$ cat src/rtl/spram_port_ctrl.sv
// Port A controller for the single-port RAM wrapper: valid/ready requests in,
// registered RAM address/data/write-enable out, read latency absorbed, plus a clear engine.
module spram_port_ctrl #(
    parameter int                   DATAWIDTH  = 32,
    parameter int                   ADDRWIDTH  = 10,
    parameter int                   RD_LATENCY = 2,
    parameter logic [DATAWIDTH-1:0] FILL_VALUE = '0
) (
    input  logic                 clk,
    input  logic                 rst_b,
    input  logic                 req_vld,
    output logic                 req_rdy,
    input  logic                 req_wr,
    input  logic [ADDRWIDTH-1:0] req_addr,
    input  logic [DATAWIDTH-1:0] req_wdata,
    output logic                 rsp_vld,
    output logic [DATAWIDTH-1:0] rsp_rdata,
    input  logic                 clr_start,
    output logic                 clr_busy,
    output logic                 clr_done,
    output logic [ADDRWIDTH-1:0] ram_addr,
    output logic [DATAWIDTH-1:0] ram_din,
    output logic                 ram_we,
    input  logic [DATAWIDTH-1:0] ram_dout
);

    localparam int               LW    = $clog2(RD_LATENCY + 1);
    localparam logic [ADDRWIDTH:0] DEPTH = {1'b1, {ADDRWIDTH{1'b0}}};

    typedef enum logic [1:0] {IDLE, RD_WAIT, RSP, CLEAR} state_t;

    state_t               state, state_nxt;
    logic [LW-1:0]        lat_cnt;
    logic [ADDRWIDTH:0]   clr_cnt;
    logic                 accept;
    logic                 lat_done;
    logic                 clr_last;

    assign accept   = req_vld & req_rdy;
    assign lat_done = (lat_cnt == '0);
    assign clr_last = (clr_cnt == DEPTH);

    always_ff @(posedge clk or negedge rst_b) begin
        if (!rst_b) state <= IDLE;
        else        state <= state_nxt;
    end

    always_comb begin
        state_nxt = state;
        case (state)
            IDLE: begin
                if (clr_start)            state_nxt = CLEAR;
                else if (accept && !req_wr) state_nxt = RD_WAIT;
            end
            RD_WAIT: if (lat_done) state_nxt = RSP;
            RSP:     state_nxt = (accept && !req_wr) ? RD_WAIT : IDLE;
            CLEAR:   if (clr_last) state_nxt = IDLE;
            default: state_nxt = IDLE;
        endcase
    end

    // RSP also accepts a request so reads can be issued back to back with the response.
    always_comb begin
        req_rdy  = 1'b0;
        rsp_vld  = 1'b0;
        clr_busy = 1'b0;
        case (state)
            IDLE:  req_rdy = rst_b & ~clr_start;
            RSP: begin
                rsp_vld = 1'b1;
                req_rdy = rst_b;
            end
            CLEAR: clr_busy = 1'b1;
            default: ;
        endcase
    end

    // lat_cnt counts down from RD_LATENCY starting in the address cycle, so RD_WAIT
    // lasts RD_LATENCY+1 cycles; clr_cnt holds the next clear address to issue.
    always_ff @(posedge clk or negedge rst_b) begin
        if (!rst_b) begin
            ram_addr  <= '0;
            ram_din   <= '0;
            ram_we    <= 1'b0;
            rsp_rdata <= '0;
            clr_done  <= 1'b0;
            lat_cnt   <= '0;
            clr_cnt   <= '0;
        end else begin
            ram_we   <= 1'b0;
            clr_done <= 1'b0;
            case (state)
                IDLE, RSP: begin
                    if (state == IDLE && clr_start) begin
                        ram_addr <= '0;
                        ram_din  <= FILL_VALUE;
                        ram_we   <= 1'b1;
                        clr_cnt  <= (ADDRWIDTH+1)'(1);
                    end else if (accept) begin
                        ram_addr <= req_addr;
                        if (req_wr) begin
                            ram_din <= req_wdata;
                            ram_we  <= 1'b1;
                        end else begin
                            lat_cnt <= LW'(RD_LATENCY);
                        end
                    end
                end
                RD_WAIT: begin
                    if (lat_done) rsp_rdata <= ram_dout;
                    else          lat_cnt   <= lat_cnt - LW'(1);
                end
                CLEAR: begin
                    if (clr_last) begin
                        clr_done <= 1'b1;
                        clr_cnt  <= '0;
                    end else begin
                        ram_addr <= clr_cnt[ADDRWIDTH-1:0];
                        ram_din  <= FILL_VALUE;
                        ram_we   <= 1'b1;
                        clr_cnt  <= clr_cnt + (ADDRWIDTH+1)'(1);
                    end
                end
                default: ;
            endcase
        end
    end

endmodule
$ cat config.mk
export PLATFORM = sky130hd
export DESIGN_NAME = spram_port_ctrl
export DESIGN_NICKNAME = d
export VERILOG_FILES = /design/src/rtl/spram_port_ctrl.sv
export SDC_FILE = /design/constraint.sdc
export NUM_CORES = 1
export LEC_CHECK = 0
export CAP_MARGIN = 30
export CORE_MARGIN = 2
export CORE_UTILIZATION = 29
export DETAILED_ROUTE_END_ITERATION = 7
export GPL_TIMING_DRIVEN = 0
export PLACE_DENSITY = 0.6
export SLEW_MARGIN = 20
export SYNTH_ARGS = -nofsm -noshare
export SYNTH_HDL_FRONTEND = slang
export SYNTH_SLANG_ARGS = --single-unit
$ cat constraint.sdc
create_clock -name clk -period 3.5 [get_ports clk]
set_input_delay 0.7 -clock clk [delete_from_list [all_inputs] [get_ports clk]]
set_output_delay 0.7 -clock clk [all_outputs]
set_load 0.01 [all_outputs]
* Word-level counts from Yosys, hierarchy flattened
Index checks and enable logic that the tools add are counted.
Storage, ports and cells: logic and storage cells 75, input bits 79, bits in registers 91, output and inout port bits 79
Operators by class: equality and inequality tests 15, add/sub/neg operators 2, reductions and logical operators 14, bitwise operators 3, mux-type cells 33
Operators with widths (number):
- $mux 32 | 4
- $pmux 32 s2 | 1
- $mux 10 | 3
- $mux 11 | 2
- $pmux 11 s2 | 1
- $pmux 10 s2 | 1
- $mux 2 | 8
- $ne 2x2->1 const B | 8
- $add 11x1->11 const B | 1
- $eq 11x11->1 const B | 1
- $mux 1 | 9
- $ne 3x3->1 const B | 3
- $pmux 2 s4 | 1
- $reduce_and 3->1 | 2
- $reduce_and 5->1 | 1
- $eq 2x2->1 const B | 2
- $logic_not 2->1 | 2
- $pmux 1 s2 | 2
- $pmux 2 s2 | 1
- $reduce_and 2->1 | 2
- $reduce_and 4->1 | 1
- $reduce_bool 2->1 | 2
- $and 1x1->1 | 2
- $eq 2x1->1 const B | 1
- 5 further kinds | 6

* Depth between registers and ports, before layout
Gate-level depths: netlist (run 1).
depth after elaboration 8, gate-level depth with buffers 7, gate-level depth less buffers 6

* Worst setup path before layout (run 1)
Ideal clock, no wire load.
kind input port to output port, start input port clr_start, end output port req_rdy, required time 2800 ps, arrival time 1151 ps, buffers on the path 0, cell stages on the path 2, slack 1649 ps, cell sequence nor2b_1 -> nor3b_1
Between the ends: word-level cells in the longest chain between the ends 3
Ends and longest elaborated chain:
- start, declared | RTL line 18 | input logic clr_start,
- $not 1->1 | RTL line 68 | IDLE: req_rdy = rst_b & ~clr_start;
- $and 1x1->1 | RTL line 68
- $pmux 1 s2 | RTL line 67 | case (state)
- end, declared | RTL line 12 | output logic req_rdy,
No other way between the ends.

* Worst setup path after layout (run 1)
start register state[0], end output port clr_busy
Between the ends: word-level cells in the longest chain between the ends 2
Ends and longest elaborated chain:
- start, declared | RTL line 32 | state_t state, state_nxt;
- start signal, assigned | RTL line 45 | else state <= state_nxt;
- $eq 2x2->1 | RTL line 67
- $mux 1 | RTL line 67
- end, declared | RTL line 19 | output logic clr_busy,
No other way between the ends.

==> qor.log, run 1 <==
qor: setup_path.rr_worst_depth 6
qor: logic_synthesis.ys.flop_type sky130_fd_sc_hd__dfrtp_1
qor: logic_synthesis.ys_ff_latch 91
qor: logic_synthesis.ys_seq_area_frac 0.585
qor: logic_synthesis.synth_top_cell_by_area sky130_fd_sc_hd__dfrtp_1
qor: cells_and_area.post-route-cell-area 6060 um2
qor: sta.worst_pin_slew 0.536 ns
qor: place.place_worst_setup_slack 0.563 ns
qor: logic_synthesis.yosysTopAreaCellShare 0.585
qor: sta.fin_crit_sh 0.828
qor: setup_path.timing.reg2reg.setup_slack 1.51 ns
qor: logic_synthesis.post-synth-top-count-cell sky130_fd_sc_hd__dfrtp_1
qor: detailed_routing.drt_iter0_markers 115
qor: pwr.peakVddDrop 0.230 mV
qor: clocking.cts_tree yes
qor: clocking.cts_resized 0
qor: clocking.cts_hold_buf 0
qor: grt.number_of_antenna_violations_at_the_first_check_in_global_routing 0
qor: sta.hold_viol 0
qor: die.die-width 120 um
qor: setup_path.setup.worst_path.end_class output port
qor: cells_and_area.final_cell_count_no_fill 631
qor: grt.grt_max_degree 49
qor: logic_synthesis.synth.cells.most_frequent sky130_fd_sc_hd__dfrtp_1, sky130_fd_sc_hd__mux2_2, sky130_fd_sc_hd__a22o_2
qor: pwr.powerDensity 815 nW/um2
qor: detailed_routing.route.detailed.vias_per_inst 4.63
qor: pwr.finalPower 4940 uW
qor: setup_path.crit_path_max_fanout 10
qor: detailed_routing.dr_wl_met3 679 um
qor: place.place.detailed.instances 615
qor: place.port-buffer-count 157
qor: clocking.root_buffer sky130_fd_sc_hd__clkbuf_16
qor: grt.global_route_wire_length_before_repair 15500 um
qor: setup_path.critical-path-max-stage-delay 0.65 ns
qor: logic_synthesis.syn_nets 363
qor: detailed_routing.route.top_layer_used met4
qor: cells_and_area.n_fill_cell 1219
qor: sta.finalCriticalPeriod 2.90 ns
qor: die.initial_cell_density_of_the_core 0.295
qor: logic_synthesis.synthDistinctLibCells 46
qor: flow_run.max-cap-violations 0
qor: logic_synthesis.yosys_warnings 0
qor: sta.clock-skew-final 0.00756 ns
qor: detailed_routing.route.detailed.drc 0
qor: place.place_congestion 0.784
qor: sta.setup_viol 0
qor: clocking.cts-buffers-inserted 9
qor: clocking.clock_path_buffers 2
qor: cells_and_area.flow.area_growth_from_synthesis 55.8%
qor: clocking.cts.htree.levels 3
qor: detailed_routing.drt.antenna.violating_nets 0
qor: grt.grt-ovfl-total 0
qor: logic_synthesis.post_synth.cell_area_avg 13.8 um2
qor: logic_synthesis.async_flop_share 1.00
qor: hold_path.hold_path.class in -> async
qor: place.dpl-instance-area 5710 um2
qor: clocking.numClockSinks 91
qor: logic_synthesis.synth_edf_count 0
qor: setup_path.r2r_end ram_addr[7]$_DFFE_PN0P_
qor: place.place.detailed.hpwl 6930 um
qor: status.status finished clean
qor: grt.global_router_s_overall_resource_usage 0.137
qor: cells_and_area.drive_above_1_share 0.253
qor: die.floorplan_die_height 120 um
qor: detailed_routing.wirelength 9380 um
qor: sta.totalNegativeSetupSlack 0 ns
qor: clocking.postCtsSetupRepairBufs 0
qor: setup_path.critical_path.cell_chain nand2_4, inv_2, clkbuf_1, clkdlybuf4s50_1
qor: sta.fmax 0.345 GHz
qor: setup_path.critical_path_class reg -> out
qor: sta.postLayoutSetupSlackWorst 0.603 ns
qor: die.io-pin-count 158
qor: setup_path.worstSetupStartpointType flip-flop
qor: die.core_area 13200 um2
qor: cells_and_area.diodes 0
qor: grt.first_global_vias 3078
qor: cells_and_area.final_nets 532
qor: setup_path.timing.rr.start clr_cnt[0]$_DFFE_PN0P_
qor: setup_path.cp.required 2.80 ns
qor: detailed_routing.route.vias.total 2921
qor: clocking.path_clk_slew 0.06 ns
qor: sta.slew_viol_final 0
qor: setup_path.worst_ep_arrival_time 2.20 ns
qor: detailed_routing.number_of_optimization_iterations_in_the_first_detailed_route_pass 4
qor: sta.slew_headroom 0.640
qor: detailed_routing.met1_length 4250 um
qor: detailed_routing.wl_met2 4270 um
qor: setup_path.slowest_stage sky130_fd_sc_hd__clkdlybuf4s50_1
qor: detailed_routing.drt-wirelength-per-cell 14.9 um
qor: die.die_area 14400 um2
qor: logic_synthesis.synth_cells 281
qor: logic_synthesis.post_synth_instance_area 3890 um2
qor: pwr.cellLeakagePower 0.00258 uW
qor: die.rows 42
qor: sta.grt_setup_unrepaired false
qor: clocking.clock_latency_on_the_worst_skew_pair 0.34 ns
qor: logic_synthesis.synth_area_leaders sky130_fd_sc_hd__dfrtp_1, sky130_fd_sc_hd__mux2_2, sky130_fd_sc_hd__a22o_2, sky130_fd_sc_hd__a22o_1, sky130_fd_sc_hd__nor4b_4
## critical path: cells and delay by family, from the launching register on
| kind | cells | cell delay [ns] |
|---|---|---|
| buf+inv | 3 | 1.23 |
| flops | 1 | 0.49 |
| simple gates | 1 | 0.14 |
## power by group
group	total, uW	switching (uW)	internal [uW]	leakage (uW)
Sequential	1670	232	1440	0.00116
Clock	1130	412	717	0.000161
Combinational	2140	898	1250	0.00126
Total	4940	1540	3400	0.00258
## cells in the final DEF (no fill, tap or decap), drive strengths merged, types with 5 or more instances in the layout
cell and n:
clkbuf 14, nor2 11, nand3 5, inv 8
a21oi 7, buf 13, mux2 42, a22o 43
o21ai 9, nand2 11, clkdlybuf4s50 156, dfrtp 91
## sequential cells by signal, summed over array words and instances (netlist names)
signal / flops
lat_cnt: 2
ram_addr: 10
clr_done: 1
ram_we: 1
state: 2
clr_cnt: 11
ram_din: 32
rsp_rdata: 32
## how the worst max path moves through the flow
stage	from	end	slack, ns	cells past startpoint
final	state[0]$_DFFE_PN0P_	clr_busy	0.60	4
after global routing	rst_b	req_rdy	0.43	4
after CTS	rst_b	req_rdy	0.54	4
after detailed placement	rst_b	req_rdy	0.56	4
after floorplan	clr_start	req_rdy	1.65	2
after global placement	rst_b	ram_din[13]$_DFFE_PN0P_	-2.67	5
## area by class of cell
cell class	count	area, um2	share of cell area
flip-flops and latches	91	2280	0.376
repair buffers	158	1600	0.264
multi-input cells	167	1480	0.243
clock buffers	10	239	0.0394
well taps	176	220	0.0363
clock inverters	6	113	0.0186
plain buffers	15	108	0.0178
inverters	8	30.0	0.00495
## cells by family after synthesis
logic type,count (synthesis),share of synthesized area
fa+ha+maj,3,0.00965
buf+inv,23,0.0354
mux,43,0.124
xor+xnor,3,0.00676
flops,91,0.585
compound gates,69,0.151
simple gates,49,0.0872
## per-layer routing
layer  up-vias  GRT usage
met5         -          0
met4         0     0.0596
met3        12     0.0452
met2       102      0.209
met1      1428      0.179
li1       1379          -
## per-stage QoR
stage,hold WS [ns],util
after floorplan,0.404,-
after global placement,0.483,0.431
after detailed placement,0.490,0.433
after CTS,0.292,0.460
after global routing,0.313,0.460
final,0.272,0.460
No activity file was read; power rests on OpenSTA's default activity.
==> run 2: changes to the inputs <==
PLACE_DENSITY = 0.62   (was 0.6)
clock period = 2.3 ns   (was 3.5 ns; I/O delays follow)
==> qor.log, run 2 (same netlist as run 1, synthesis figures left out) <==
qor: clocking.clock_path_buffers 2
qor: grt.global_route.usage.met3 0.0413
qor: sta.fin_crit_sh 0.958
qor: pwr.peakVddDrop 0.376 mV
qor: detailed_routing.drt.antenna.violating_nets 0
qor: setup_path.critical-path-max-stage-delay 0.57 ns
qor: die.initial_cell_density_of_the_core 0.295
qor: setup_path.slowest_stage sky130_fd_sc_hd__clkdlybuf4s50_1
qor: sta.slew_headroom 0.620
qor: cells_and_area.flow.area_growth_from_synthesis 55.7%
qor: grt.grt-ovfl-total 0
qor: sta.setup_viol 0
qor: clocking.cts-buffers-inserted 9
qor: cells_and_area.utilization_of_the_core_after_routing 0.459
qor: sta.worst_pin_slew 0.565 ns
qor: detailed_routing.drt_iter0_markers 85
qor: sta.finalCriticalPeriod 2.20 ns
qor: cells_and_area.diodes 0
qor: setup_path.critical_path.n_buffers_inverters 2
qor: pwr.comb_power_share 0.447
qor: detailed_routing.route.detailed.drc 0
qor: clocking.root_buffer sky130_fd_sc_hd__clkbuf_16
qor: die.die-width 120 um
qor: grt.grt_max_degree 33
qor: sta.clock-skew-final 0.00772 ns
qor: clocking.cts.htree.levels 3
qor: sta.slew_viol_final 0
qor: cells_and_area.final_nets 534
qor: setup_path.crit_path_max_fanout 10
qor: detailed_routing.wirelength 9560 um
qor: clocking.path_clk_slew 0.07 ns
qor: grt.number_of_antenna_violations_at_the_first_check_in_global_routing 0
qor: detailed_routing.number_of_optimization_iterations_in_the_first_detailed_route_pass 4
qor: pwr.p_int 4940 uW
qor: grt.global_route_wire_length_before_repair 15600 um
qor: grt.global_route.usage.met1 0.178
qor: cells_and_area.mostFrequentLayoutCells sky130_fd_sc_hd__clkdlybuf4s50_1, sky130_fd_sc_hd__dfrtp_1, sky130_fd_sc_hd__mux2_2
qor: sta.fmax 0.454 GHz
qor: cells_and_area.layout.cells.most_common sky130_fd_sc_hd__clkdlybuf4s50_1
qor: pwr.p_switching 2370 uW
qor: die.rows 42
qor: clocking.cts_tree yes
qor: setup_path.setup.worst_path.end_class output port
qor: place.place_congestion 0.809
qor: pwr.cellLeakagePower 0.00259 uW
qor: place.place.detailed.hpwl 6760 um
qor: place.port-buffer-count 157
qor: grt.global_router_s_overall_resource_usage 0.139
qor: setup_path.worst_ep_arrival_time 1.74 ns
qor: pwr.powerDensity 1210 nW/um2
qor: grt.gr-usage-met2 0.218
qor: detailed_routing.route.vias.total 2898
qor: setup_path.worstSetupStartpointType flip-flop
qor: sta.hold_viol 0
qor: die.die_area 14400 um2
qor: clocking.clock_latency_on_the_worst_skew_pair 0.35 ns
qor: setup_path.crit_family buffers and inverters
qor: detailed_routing.drt-wirelength-per-cell 15.1 um
qor: pwr.sequentialPowerShare 0.347
qor: setup_path.critical_path_class reg -> out
qor: sta.holdWs 0.0667 ns
qor: detailed_routing.route.detailed.vias_per_inst 4.58
qor: pwr.clkPwrFrac 0.206
qor: die.core_area 13200 um2
qor: die.io-pin-count 158
qor: clocking.numClockSinks 91
qor: setup_path.cp.required 1.84 ns
qor: cells_and_area.drive_above_1_share 0.258
qor: grt.grt.busiest_layer met2
qor: clocking.postCtsSetupRepairBufs 0
qor: grt.first_global_vias 3130
qor: flow_run.max-cap-violations 0
qor: sta.grt_setup_unrepaired false
qor: status.status finished clean
qor: pwr.switching_share 0.324
qor: setup_path.critical_path.cell_chain buf_2, nor2b_1, clkdlybuf4s50_1
qor: die.floorplan_die_height 120 um
qor: cells_and_area.reg.largest.list ram_din (32), rsp_rdata (32), clr_cnt (11)
qor: hold_path.hold_path.class in -> async
## run 2: changes by cell type in the layout (fill, tap and decap cells not counted), sizes merged, moves of 2 or more
| cell | before | now |
|---|---|---|
| clkinv | 0 | 2 |
| inv | 8 | 10 |
| clkbuf | 14 | 12 |
| bufinv | 3 | 1 |
## run 2: final timing paths
check	startpoint	endpoint	slack (ns)	cells past startpoint
worst max-delay path	state[0]$_DFFE_PN0P_	rsp_vld	0.1	3
worst min register to register	rsp_rdata[3]$_DFFE_PN0P_	rsp_rdata[3]$_DFFE_PN0P_	0.50	1
worst max register to register	clr_cnt[0]$_DFFE_PN0P_	ram_addr[1]$_DFFE_PN0P_	0.33	6
max in group asynchronous	rst_b	rsp_rdata[8]$_DFFE_PN0P_	1.31	2
worst min-delay path	rst_b	lat_cnt[1]$_DFFE_PN0P_	0.07	2
min in group clk	rsp_rdata[3]$_DFFE_PN0P_	rsp_rdata[3]$_DFFE_PN0P_	0.50	1
## run 2: layout make-up
cell class	instances	area, um2
clock buffers	9	225
inverters	8	32.5
plain buffers	14	104
multi-input cells	167	1480
fillers	1238	7130
clock inverters	7	76.3
flip-flops and latches	91	2280
well taps	176	220
repair buffers	161	1650
## run 2: through the flow
stage	TNS [ns]	std cells	instance area [um2]	worst slack (ns)	power, uW
2_1_floorplan	0	281	3890	0.531	4290
3_3_place_gp	-406.57	614	5680	-3.60	5810
3_5_place_dp	-6.35	615	5710	-0.261	5860
4_1_cts	0	633	6060	0.0294	7420
5_1_grt	0	633	6060	0.00185	7760
6_report	0	633	6060	0.0969	7300
## run 2: power groups by stage
stage | clock (uW) | combinational [uW] | sequential, uW
after floorplan | 0 | 1520 | 2760
after global placement | 0 | 3260 | 2550
after detailed placement | 0 | 3300 | 2560
after CTS | 1560 | 3320 | 2540
after global routing | 1620 | 3530 | 2620
final | 1500 | 3260 | 2540
## run 2: routing by layer
metal  part of all wire  wire length (um)  up-vias
met5                  0                 0        -
met4              0.020               192        0
met3              0.071               680       12
met2               0.46              4420       96
met1               0.45              4270     1406
li1                   -                 -     1384
## run 2: worst register-to-register path, cell delays in order, from the launching register on
cell and delay (ns):
sky130_fd_sc_hd__dfrtp_1 0.43, sky130_fd_sc_hd__inv_1 0.11, sky130_fd_sc_hd__ha_1 0.15, sky130_fd_sc_hd__nor4b_4 0.28
sky130_fd_sc_hd__a31oi_4 0.24, sky130_fd_sc_hd__nor2_8 0.29, sky130_fd_sc_hd__mux2_2 0.36
## run 2: timing repair
action / CTS / global route
resized for setup: 2 / 1
endpoints found under the setup margin: 2 / 1
hold endpoints to repair: 22 / 0
hold buffers: 2 / 0
cloned: 1 / 0
==> run 3: changes to the inputs <==
--- a/config.mk
+++ b/config.mk
@@ -12,2 +12,3 @@
 export GPL_TIMING_DRIVEN = 0
+export HOLD_SLACK_MARGIN = 0.1
 export PLACE_DENSITY = 0.62
--- a/constraint.sdc
+++ b/constraint.sdc
@@ -3,2 +3,2 @@
 set_output_delay 0.46 -clock clk [all_outputs]
-set_load 0.01 [all_outputs]
+set_load 0.05 [all_outputs]
==> qor.log, run 3 (same netlist as run 1, synthesis figures left out) <==
qor: die.io-pin-count 158
qor: hold_path.hold_path.class in -> async
qor: sta.slew_viol_final 0
qor: die.rows 42
qor: grt.grt-ovfl-total 0
qor: clocking.postCtsSetupRepairBufs 0
qor: cells_and_area.flow.area_growth_from_synthesis 55.8%
qor: cells_and_area.diodes 0
qor: setup_path.timing.reg2reg.setup_slack 0.33 ns
qor: clocking.cts.htree.levels 3
qor: clocking.path_clk_slew 0.06 ns
qor: sta.grt_setup_unrepaired false
qor: setup_path.critical_path.cell_chain clkdlybuf4s50_1, nor2b_1, nor3b_1, clkdlybuf4s15_2
qor: setup_path.timing.rr.start clr_cnt[0]$_DFFE_PN0P_
qor: place.place_congestion 0.809
qor: grt.global_router_s_overall_resource_usage 0.137
qor: grt.number_of_antenna_violations_at_the_first_check_in_global_routing 0
qor: flow_run.max-cap-violations 0
qor: setup_path.worst_ep_arrival_time 1.74 ns
qor: setup_path.setup.worst_path.end_class output port
qor: place.port-buffer-count 157
qor: detailed_routing.wirelength 9350 um
qor: clocking.cts_tree yes
qor: detailed_routing.route.vias.total 2913
qor: sta.fin_crit_sh 0.956
qor: die.die-width 120 um
qor: setup_path.crit_path_max_fanout 4
qor: cells_and_area.reg.largest.list ram_din (32), rsp_rdata (32), clr_cnt (11)
qor: pwr.powerDensity 1470 nW/um2
qor: cells_and_area.drive_above_1_share 0.262
qor: sta.slew_headroom 0.619
qor: detailed_routing.number_of_optimization_iterations_in_the_first_detailed_route_pass 4
qor: pwr.cellLeakagePower 0.00259 uW
qor: setup_path.critical_path_class in -> out
qor: sta.fmax 0.455 GHz
qor: setup_path.r2r_end ram_addr[6]$_DFFE_PN0P_
qor: pwr.peakVddDrop 0.523 mV
qor: sta.hold_viol 0
qor: clocking.clock_path_buffers 2
qor: sta.finalCriticalPeriod 2.20 ns
qor: grt.global_route_wire_length_before_repair 15500 um
qor: detailed_routing.route.detailed.drc 0
qor: setup_path.rr_worst_depth 6
qor: sta.worst_pin_slew 0.567 ns
qor: setup_path.slowest_stage sky130_fd_sc_hd__clkdlybuf4s50_1
qor: grt.first_global_vias 3116
qor: detailed_routing.drt_iter0_markers 74
qor: detailed_routing.route.detailed.vias_per_inst 4.59
qor: sta.setup_viol 0
qor: cells_and_area.layout.cells.most_common sky130_fd_sc_hd__clkdlybuf4s50_1
qor: cells_and_area.n_fill_cell 1243
qor: detailed_routing.drt.antenna.violating_nets 0
qor: setup_path.critical_path.n_buffers_inverters 2
qor: sta.clock-skew-final 0.00605 ns
qor: clocking.cts-buffers-inserted 9
qor: cells_and_area.mostFrequentLayoutCells sky130_fd_sc_hd__clkdlybuf4s50_1, sky130_fd_sc_hd__dfrtp_1, sky130_fd_sc_hd__mux2_2
qor: cells_and_area.utilization_of_the_core_after_routing 0.459
qor: cells_and_area.final_nets 535
qor: place.place.detailed.instances 615
qor: setup_path.worstSetupStartpointType input pin
qor: die.core_area 13200 um2
qor: clocking.numClockSinks 91
qor: setup_path.cp.required 1.84 ns
qor: place.place.detailed.hpwl 6760 um
qor: die.floorplan_die_height 120 um
qor: grt.grt_max_degree 64
qor: setup_path.crit_family buffers and inverters
qor: status.status finished clean
qor: detailed_routing.drt-wirelength-per-cell 14.7 um
qor: die.die_area 14400 um2
qor: clocking.root_buffer sky130_fd_sc_hd__clkbuf_16
qor: die.initial_cell_density_of_the_core 0.295
qor: clocking.clock_latency_on_the_worst_skew_pair 0.34 ns
qor: setup_path.critical-path-max-stage-delay 0.47 ns
qor: cells_and_area.final_cell_count_no_fill 634
==> run 3: worst max-delay path by stage <==
stage / startpoint / end / slack (ns) / cells past startpoint
floorplan: state[0]$_DFFE_PN0P_ / req_rdy / 0.03 / 2
global placement: rst_b / ram_din[14]$_DFFE_PN0P_ / -3.60 / 5
detailed placement: rst_b / req_rdy / -0.41 / 4
CTS: state[0]$_DFFE_PN0P_ / clr_busy / 0.01 / 4
global route: state[0]$_DFFE_PN0P_ / rsp_vld / 0.003 / 3
finish: clr_start / req_rdy / 0.10 / 4
==> run 3: final cells by class <==
type,instances,area (um2),area share
clock buffers,9,225,0.0372
well taps,176,220,0.0363
repair buffers,161,1650,0.272
clock inverters,7,76.3,0.0126
flip-flops and latches,91,2280,0.376
inverters,8,30.0,0.00496
plain buffers,15,109,0.0180
multi-input cells,167,1480,0.243
==> run 3: routing by layer <==
layer / GRT usage / wire [um]
met3: 0.0413 / 687
met2: 0.212 / 4300
met5: 0 / 0
met1: 0.176 / 4170
met4: 0.0647 / 192
==> run 3: repair_timing <==
action	in CTS	in global routing
endpoints found under the hold margin	31	0
hold buffers	3	0
cloned	0	0
setup endpoints to repair	3	2
resized for setup	9	3
==> run 3: per-stage QoR <==
| step | hold slack (ns) | worst slack (ns) | power [uW] | instance area [um2] | TNS (ns) |
|---|---|---|---|---|---|
| floorplan | 0.164 | 0.0294 | 5860 | 3890 | 0 |
| global placement | 0.481 | -3.60 | 7400 | 5680 | -407.11 |
| detailed placement | 0.368 | -0.410 | 7450 | 5710 | -6.86 |
| CTS | 0.101 | 0.0114 | 9010 | 6060 | 0 |
| global route | 0.126 | 0.00328 | 9350 | 6060 | 0 |
| finish | 0.0893 | 0.102 | 8890 | 6060 | 0 |
==> run 3: power breakdown <==
group          switching [uW]  internal, uW  leakage, uW
clock network             654           850     0.000142
logic                    2960          1890      0.00129
registers                 346          2190      0.00116
total                    3960          4920      0.00259
==> run 3: worst register-to-register path, cell delays in order (launching register included) <==
cell and delay [ns]:
sky130_fd_sc_hd__dfrtp_1 0.43, sky130_fd_sc_hd__inv_1 0.11, sky130_fd_sc_hd__ha_1 0.15, sky130_fd_sc_hd__nor4b_4 0.28, sky130_fd_sc_hd__a31oi_4 0.24, sky130_fd_sc_hd__nor2_8 0.29, sky130_fd_sc_hd__mux2_2 0.36
